### src/rtl/useq_pkg.sv
// Shared definitions for the microcode sequencer: sequencing opcodes,
// FSM states and control-word field layout helpers.
package useq_pkg;

  localparam int OP_W = 3;

  typedef enum logic [OP_W-1:0] {
    OP_NEXT = 3'd0,
    OP_JUMP = 3'd1,
    OP_MAP  = 3'd2,
    OP_BRT  = 3'd3,
    OP_BRF  = 3'd4,
    OP_CALL = 3'd5,
    OP_RET  = 3'd6,
    OP_HALT = 3'd7
  } seq_op_e;

  typedef enum logic [1:0] {
    ST_IDLE = 2'd0,
    ST_RUN  = 2'd1,
    ST_DONE = 2'd2
  } state_e;

  // Word layout, MSB to LSB: next_addr | seq_op | cond_sel | ctrl
  function automatic int csel_lsb(int ctrl_w);
    return ctrl_w;
  endfunction

  function automatic int op_lsb(int ctrl_w, int ncond);
    return ctrl_w + $clog2(ncond);
  endfunction

  function automatic int na_lsb(int ctrl_w, int ncond);
    return ctrl_w + $clog2(ncond) + OP_W;
  endfunction

  function automatic int word_w(int uaddr_w, int ncond, int ctrl_w);
    return uaddr_w + OP_W + $clog2(ncond) + ctrl_w;
  endfunction

endpackage

### src/rtl/useq_stack.sv
// Micro-return stack: LIFO of return addresses with full/empty flags.
// Push while full and pop while empty are dropped; the sequencer
// treats those cases as faults before they reach here.
module useq_stack #(
  parameter int STK_D   = 2,
  parameter int UADDR_W = 6
) (
  input  logic               clk,
  input  logic               rst_n,
  input  logic               clr,
  input  logic               push,
  input  logic               pop,
  input  logic [UADDR_W-1:0] din,
  output logic [UADDR_W-1:0] top,
  output logic               full,
  output logic               empty
);

  localparam int SP_W = $clog2(STK_D + 1);

  // Sized to the full pointer range so sp indexes it without truncation
  logic [UADDR_W-1:0] mem [2**SP_W];
  logic [SP_W-1:0]    sp;

  assign full  = (sp == SP_W'(STK_D));
  assign empty = (sp == '0);
  assign top   = mem[sp - SP_W'(1)];

  // Stack pointer: cleared on reset or on a fresh start
  always_ff @(posedge clk or negedge rst_n) begin
    if (!rst_n)              sp <= '0;
    else if (clr)            sp <= '0;
    else if (push && !full)  sp <= sp + SP_W'(1);
    else if (pop && !empty)  sp <= sp - SP_W'(1);
  end

  // Return-address storage, no reset needed
  always_ff @(posedge clk) begin
    if (!clr && push && !full) mem[sp] <= din;
  end

endmodule

### src/rtl/microcode_sequencer.sv
// Microcode sequencer: fetches a control word from a writable control
// store every RUN cycle, registers its ctrl field and computes the next
// micro-address from the word's sequencing op.
module microcode_sequencer
  import useq_pkg::*;
#(
  parameter  int UADDR_W = 6,
  parameter  int DEPTH   = 64,
  parameter  int CTRL_W  = 32,
  parameter  int NCOND   = 4,
  parameter  int STK_D   = 2,
  localparam int WORD_W  = word_w(UADDR_W, NCOND, CTRL_W)
) (
  input  logic               clk,
  input  logic               rst_n,
  input  logic               start,
  input  logic               stall,
  input  logic [UADDR_W-1:0] opcode,
  input  logic [NCOND-1:0]   cond,
  input  logic               rom_we,
  input  logic [UADDR_W-1:0] rom_waddr,
  input  logic [WORD_W-1:0]  rom_wdata,
  output logic [CTRL_W-1:0]  ctrl_out,
  output logic [UADDR_W-1:0] upc,
  output logic               finish,
  output logic               error
);

  localparam int CSEL_W   = $clog2(NCOND);
  localparam int RA_W     = (DEPTH > 1) ? $clog2(DEPTH) : 1;
  localparam int CSEL_LSB = csel_lsb(CTRL_W);
  localparam int OP_LSB   = op_lsb(CTRL_W, NCOND);
  localparam int NA_LSB   = na_lsb(CTRL_W, NCOND);

  logic [WORD_W-1:0]  rom [DEPTH];
  state_e             state, state_nxt;
  logic [WORD_W-1:0]  word;
  seq_op_e            op;
  logic [UADDR_W-1:0] na, upc_inc, upc_nxt, stk_top;
  logic [CSEL_W-1:0]  csel;
  logic [CTRL_W-1:0]  ctrl_nxt;
  logic               c, exec, halt, fault, full, empty;
  logic               push, pop, clr, fin_nxt, err_nxt;

  // Addresses past DEPTH read as an all-zero word (NEXT, ctrl=0)
  assign word    = (int'(upc) < DEPTH) ? rom[upc[RA_W-1:0]] : '0;
  assign op      = seq_op_e'(word[OP_LSB +: OP_W]);
  assign na      = word[NA_LSB +: UADDR_W];
  assign csel    = word[CSEL_LSB +: CSEL_W];
  assign c       = cond[csel];
  assign upc_inc = upc + 1'b1;
  assign exec    = (state == ST_RUN) && !stall;
  assign halt    = exec && (op == OP_HALT);
  assign fault   = exec && (((op == OP_CALL) && full) || ((op == OP_RET) && empty));
  assign push    = exec && (op == OP_CALL) && !full;
  assign pop     = exec && (op == OP_RET) && !empty;
  assign clr     = (state != ST_RUN) && start;

  // Control-store load; RUN-time writes are dropped. A write in the same
  // cycle as start lands before the first fetch.
  always_ff @(posedge clk) begin
    if (rom_we && (state != ST_RUN) && (int'(rom_waddr) < DEPTH))
      rom[rom_waddr[RA_W-1:0]] <= rom_wdata;
  end

  useq_stack #(.STK_D(STK_D), .UADDR_W(UADDR_W)) u_stack (
    .clk   (clk),
    .rst_n (rst_n),
    .clr   (clr),
    .push  (push),
    .pop   (pop),
    .din   (upc_inc),
    .top   (stk_top),
    .full  (full),
    .empty (empty)
  );

  // State register
  always_ff @(posedge clk or negedge rst_n) begin
    if (!rst_n) state <= ST_IDLE;
    else        state <= state_nxt;
  end

  // Next-state logic
  always_comb begin
    state_nxt = state;
    case (state)
      ST_IDLE: if (start) state_nxt = ST_RUN;
      ST_RUN:  if (halt || fault) state_nxt = ST_DONE;
      ST_DONE: if (start) state_nxt = ST_RUN;
      default: state_nxt = ST_IDLE;
    endcase
  end

  // Datapath next values; the edge entering DONE already loads ctrl=0
  always_comb begin
    upc_nxt  = upc;
    ctrl_nxt = ctrl_out;
    fin_nxt  = finish;
    err_nxt  = error;
    if (state != ST_RUN) begin
      ctrl_nxt = '0;
      if (start) begin
        upc_nxt = '0;
        fin_nxt = 1'b0;
        err_nxt = 1'b0;
      end
    end else if (!stall) begin
      ctrl_nxt = word[CTRL_W-1:0];
      case (op)
        OP_NEXT: upc_nxt = upc_inc;
        OP_JUMP: upc_nxt = na;
        OP_MAP:  upc_nxt = opcode;
        OP_BRT:  upc_nxt = c ? na : upc_inc;
        OP_BRF:  upc_nxt = c ? upc_inc : na;
        OP_CALL: if (!full) upc_nxt = na;
        OP_RET:  if (!empty) upc_nxt = stk_top;
        OP_HALT: begin
          fin_nxt  = 1'b1;
          ctrl_nxt = '0;
        end
        default: upc_nxt = upc_inc;
      endcase
      if (fault) begin
        err_nxt  = 1'b1;
        ctrl_nxt = '0;
      end
    end
  end

  // Output registers
  always_ff @(posedge clk or negedge rst_n) begin
    if (!rst_n) begin
      upc      <= '0;
      ctrl_out <= '0;
      finish   <= 1'b0;
      error    <= 1'b0;
    end else begin
      upc      <= upc_nxt;
      ctrl_out <= ctrl_nxt;
      finish   <= fin_nxt;
      error    <= err_nxt;
    end
  end

endmodule

### config.mk
export PLATFORM = sky130hd
export DESIGN_NAME = microcode_sequencer
export DESIGN_NICKNAME = d
export VERILOG_FILES = /design/src/rtl/useq_pkg.sv /design/src/rtl/useq_stack.sv /design/src/rtl/microcode_sequencer.sv
export SDC_FILE = /design/constraint.sdc
export NUM_CORES = 2
export LEC_CHECK = 0
export ABC_AREA = 1
export ABC_CLOCK_PERIOD_IN_PS = 4920
export CELL_PAD_IN_SITES_DETAIL_PLACEMENT = 1
export CELL_PAD_IN_SITES_GLOBAL_PLACEMENT = 1
export CORE_ASPECT_RATIO = 1.25
export CORE_MARGIN = 3
export CORE_UTILIZATION = 31
export DETAILED_ROUTE_END_ITERATION = 8
export GPL_ROUTABILITY_DRIVEN = 1
export PLACE_DENSITY_LB_ADDON = 0.05
export SETUP_SLACK_MARGIN = 0.5
export SLEW_MARGIN = 20
export SYNTH_ARGS = -nofsm -noshare
export SYNTH_HDL_FRONTEND = slang
export SYNTH_SLANG_ARGS = --single-unit
export TNS_END_PERCENT = 10
### constraint.sdc
create_clock -name clk -period 4.92 [get_ports clk]
set_clock_uncertainty 0.2 [all_clocks]
set_input_delay 1.476 -clock clk [delete_from_list [all_inputs] [get_ports clk]]
set_output_delay 1.476 -clock clk [all_outputs]
set_load 0.02 [all_outputs]
==> reports/results.md <==
### Timing
• **final count of pins violating max slew** 0
• **headroom to the max-slew limit** 0.293
• **Tightest Pin Transition** 1060 ps
• **highest clock rate** 0.231 GHz
• **Final setup violation count** 0
• **unrepaired setup endpoints after global routing** yes
• **final period demand of the worst path** 4330 ps
• **number of failing hold endpoints at the final stage** 0
• **Final period util** 0.880
• **final setup TNS** 0 ps

### Synthesis
• **count of cell types in the netlist** 34
• **post-synthesis async set-or-reset flop share** 0.0156
• **Mapped Cells** 8319
• **flop and latch count out of synthesis** 2820
• **post-synthesis cell area** 112000 um2
• **sequential element share of the synthesized area** 0.754
• **number of warnings printed during yosys synthesis** 0
• **number of synthesized flops with an enable pin** 2776
• **post-synthesis area per instance** 13.5 um2
• **Synth Flop Type** edfxtp_1

### Pwr
• **sequential power share** 0.399
• **total power per unit cell area** 519 nW/um2
• **relative contribution of the clock network to total power** 0.338
• **switching power as a share of total power** 0.342
• **net switching component of the power** 0.0232 W
• **overall power consumption** 0.0678 W
• **Max IR drop VDD** 284 uV
• **Internal Power** 0.0446 W
• **part of the total power dissipated in combinational logic** 0.263
• **Leakage Power** 43.6 nW

### Global routing
• **initial antenna violation count** 34
• **via count of the first global-routing pass** 76255
• **maximum number of pins on one net before global-route repair** 123
• **GRT Resource Usage Total** 0.237
• **global-route wire length before repair** 624 mm
• **grt total ovfl** 0

### Drt
• **final routed wirelength across all metal layers** 446 mm
• **via count of the routed design** 73672
• **iteration-0 DRC count of the detailed router** 5666
• **post-detailed-route count of antenna-violating nets** 0
• **Detailed Routing Iterations Pass 1** 5
• **mean number of vias per cell** 5.45
• **routed length per placed instance** 33.0 um
• **total DRC errors in the routed layout** 0

### Placed design
• **IO Port Bufs** 103
• **DPL Wire Length** 251 mm
• **post-detailed-placement cell area** 121000 um2
• **placer's final routability congestion estimate** 0.775
• **placed instance count** 12926

### Clock network
• **hold buffer count at CTS** 0
• **cell chosen for the clock root** clkbuf_16
• **Clk pin slew, worst setup/hold paths** 60 ps
• **CTS tree** done
• **clock latency on the worst-skew pair** 950 ps
• **Clock Tree Buf Depth** 4
• **Sinks on Clock Net** 2820
• **CTS H-tree depth** 5
• **number of buffers inserted during clock tree synthesis** 321

### Cells and area
• **area added between synthesis and finish** 16.6%
• **Final Instance Count excl. Fillers** 13507
• **most frequent cells in the layout** edfxtp_1, nand2_1, a21oi_1
• **Final Net Count** 8611
• **Layout Cell Area excl Fill** 131000 um2
• **most common cell after layout, fill and taps aside** edfxtp_1
• **share of layout cells above drive strength 1** 0.108

### Setup path
• **worst reg-to-reg setup slack** 630 ps
• **Critical Path AT** 2650 ps
• **kind of end point of the critical path** output port
• **CP Launch Type** flop
• **Reg2Reg Capture Point** ctrl_out[11]
• **FF-to-FF path depth** 13
• **worst endpoint required time** 3240 ps
• **worst reg2reg path startpoint** upc[0]
• **critical setup path kind** reg2out
• **CP endpoint** upc[0]
• **start point of the critical path** upc[0]
• **Max Fanout on Critical Path** 15

### Floorplan
• **width of the chip** 544 um
• **Initial Utilization** 0.312
• **Top Ports** 104
• **Core Box Area** 360000 um2
• **DIE HEIGHT** 678 um
• **Die Outline Area** 369000 um2
• **total number of placement rows** 246

### Outcome
• **outcome** complete, no violations

### Min path
• **launch point of the worst hold path** state[0]
• **Min-Delay Path Class** reg2reg

### Job
• **max-capacitance violation count** 0

## worst min path at each step
stage	endpoint	slack (ps)	depth (start not counted)
after floorplan	state[0]	240	1
after global placement	state[0]	270	1
after detailed placement	state[0]	300	1
final	state[0]	310	1
after CTS	state[0]	310	1
after global routing	state[0]	350	1
## power groups by stage
stage	logic [W]	registers, W	clock network [W]
3_5_place_dp	0.0181	0.0276	0
4_1_cts	0.0183	0.0270	0.0236
6_report	0.0178	0.0270	0.0229
3_3_place_gp	0.0180	0.0276	0
5_1_grt	0.0194	0.0270	0.0245
2_1_floorplan	0.0101	0.0274	0
## synthesized netlist by cell type, drive strengths merged (13+ instances only)
library cell	count	area [um2]
or3	13	81.3
clkbuf	218	818
a221oi	257	2250
o221ai	73	639
o21ai	221	1110
buf	401	2360
o211ai	38	285
o22ai	36	225
nor2	116	435
edfxtp	2776	83400
a32o	128	1280
nand4	14	87.6
inv	40	153
nand2	2107	7910
a21oi	903	4520
dfrtp	44	1100
nand3	788	3960
a221o	127	1270
## registers in the layout, summed over array words and instances, names as in the netlist
signal       count
ctrl_out        32
error            1
finish           1
rom           2752
u_stack.mem     24
state            2
u_stack.sp       2
upc              6
## per-stage QoR
step	hold slack [ps]	util	worst slack [ps]
floorplan	241	-	301
global placement	267	0.336	480
detailed placement	301	0.336	398
CTS	314	0.363	468
global route	348	0.363	411
finish	308	0.363	591
## metal layers
layer | track usage | wire length (um) | part of all wire
met1 | 0.312 | 192000 | 0.43
met2 | 0.419 | 228000 | 0.51
met3 | 0.0239 | 14600 | 0.033
met4 | 0.0587 | 11800 | 0.027
met5 | 0 | 27 | 0.000060
## cells by family (layout without fill, tap and decap cells)
logic type,after synthesis,in the layout,synth area share
and+or+nand+nor,3043,3043,0.112
other,1,16,0.0000335
adders and majority gates,5,5,0.000559
xor gates and xnor gates,4,4,0.000313
AOI/OAI and AO/OA,1785,1785,0.104
buffers and inverters,661,1122,0.0298
DFF,2820,2820,0.754
## final cells by class
| type | count | area, um2 |
|---|---|---|
| Inverter | 42 | 204 |
| Multi-Input combinational cell | 4843 | 24700 |
| Clock buffer | 430 | 8600 |
| Tap cell | 4712 | 5900 |
| Fill cell | 37064 | 229000 |
| Timing Repair Buffer | 514 | 5570 |
| Antenna cell | 10 | 25.0 |
| Clock inverter | 136 | 1120 |
| Sequential cell | 2820 | 84500 |
## worst max-delay path, cell delays in order, from the launching register on
cell and delay [ps]:
dfrtp_4 760, buf_4 340, clkdlybuf4s50_1 650
## what timing repair did
action	4_1_cts	5_1_grt
resized for setup	2	0
setup buffers	4	1
endpoints found under the setup margin	4	29
cloned	0	0
(Power assumes the default switching activity.)
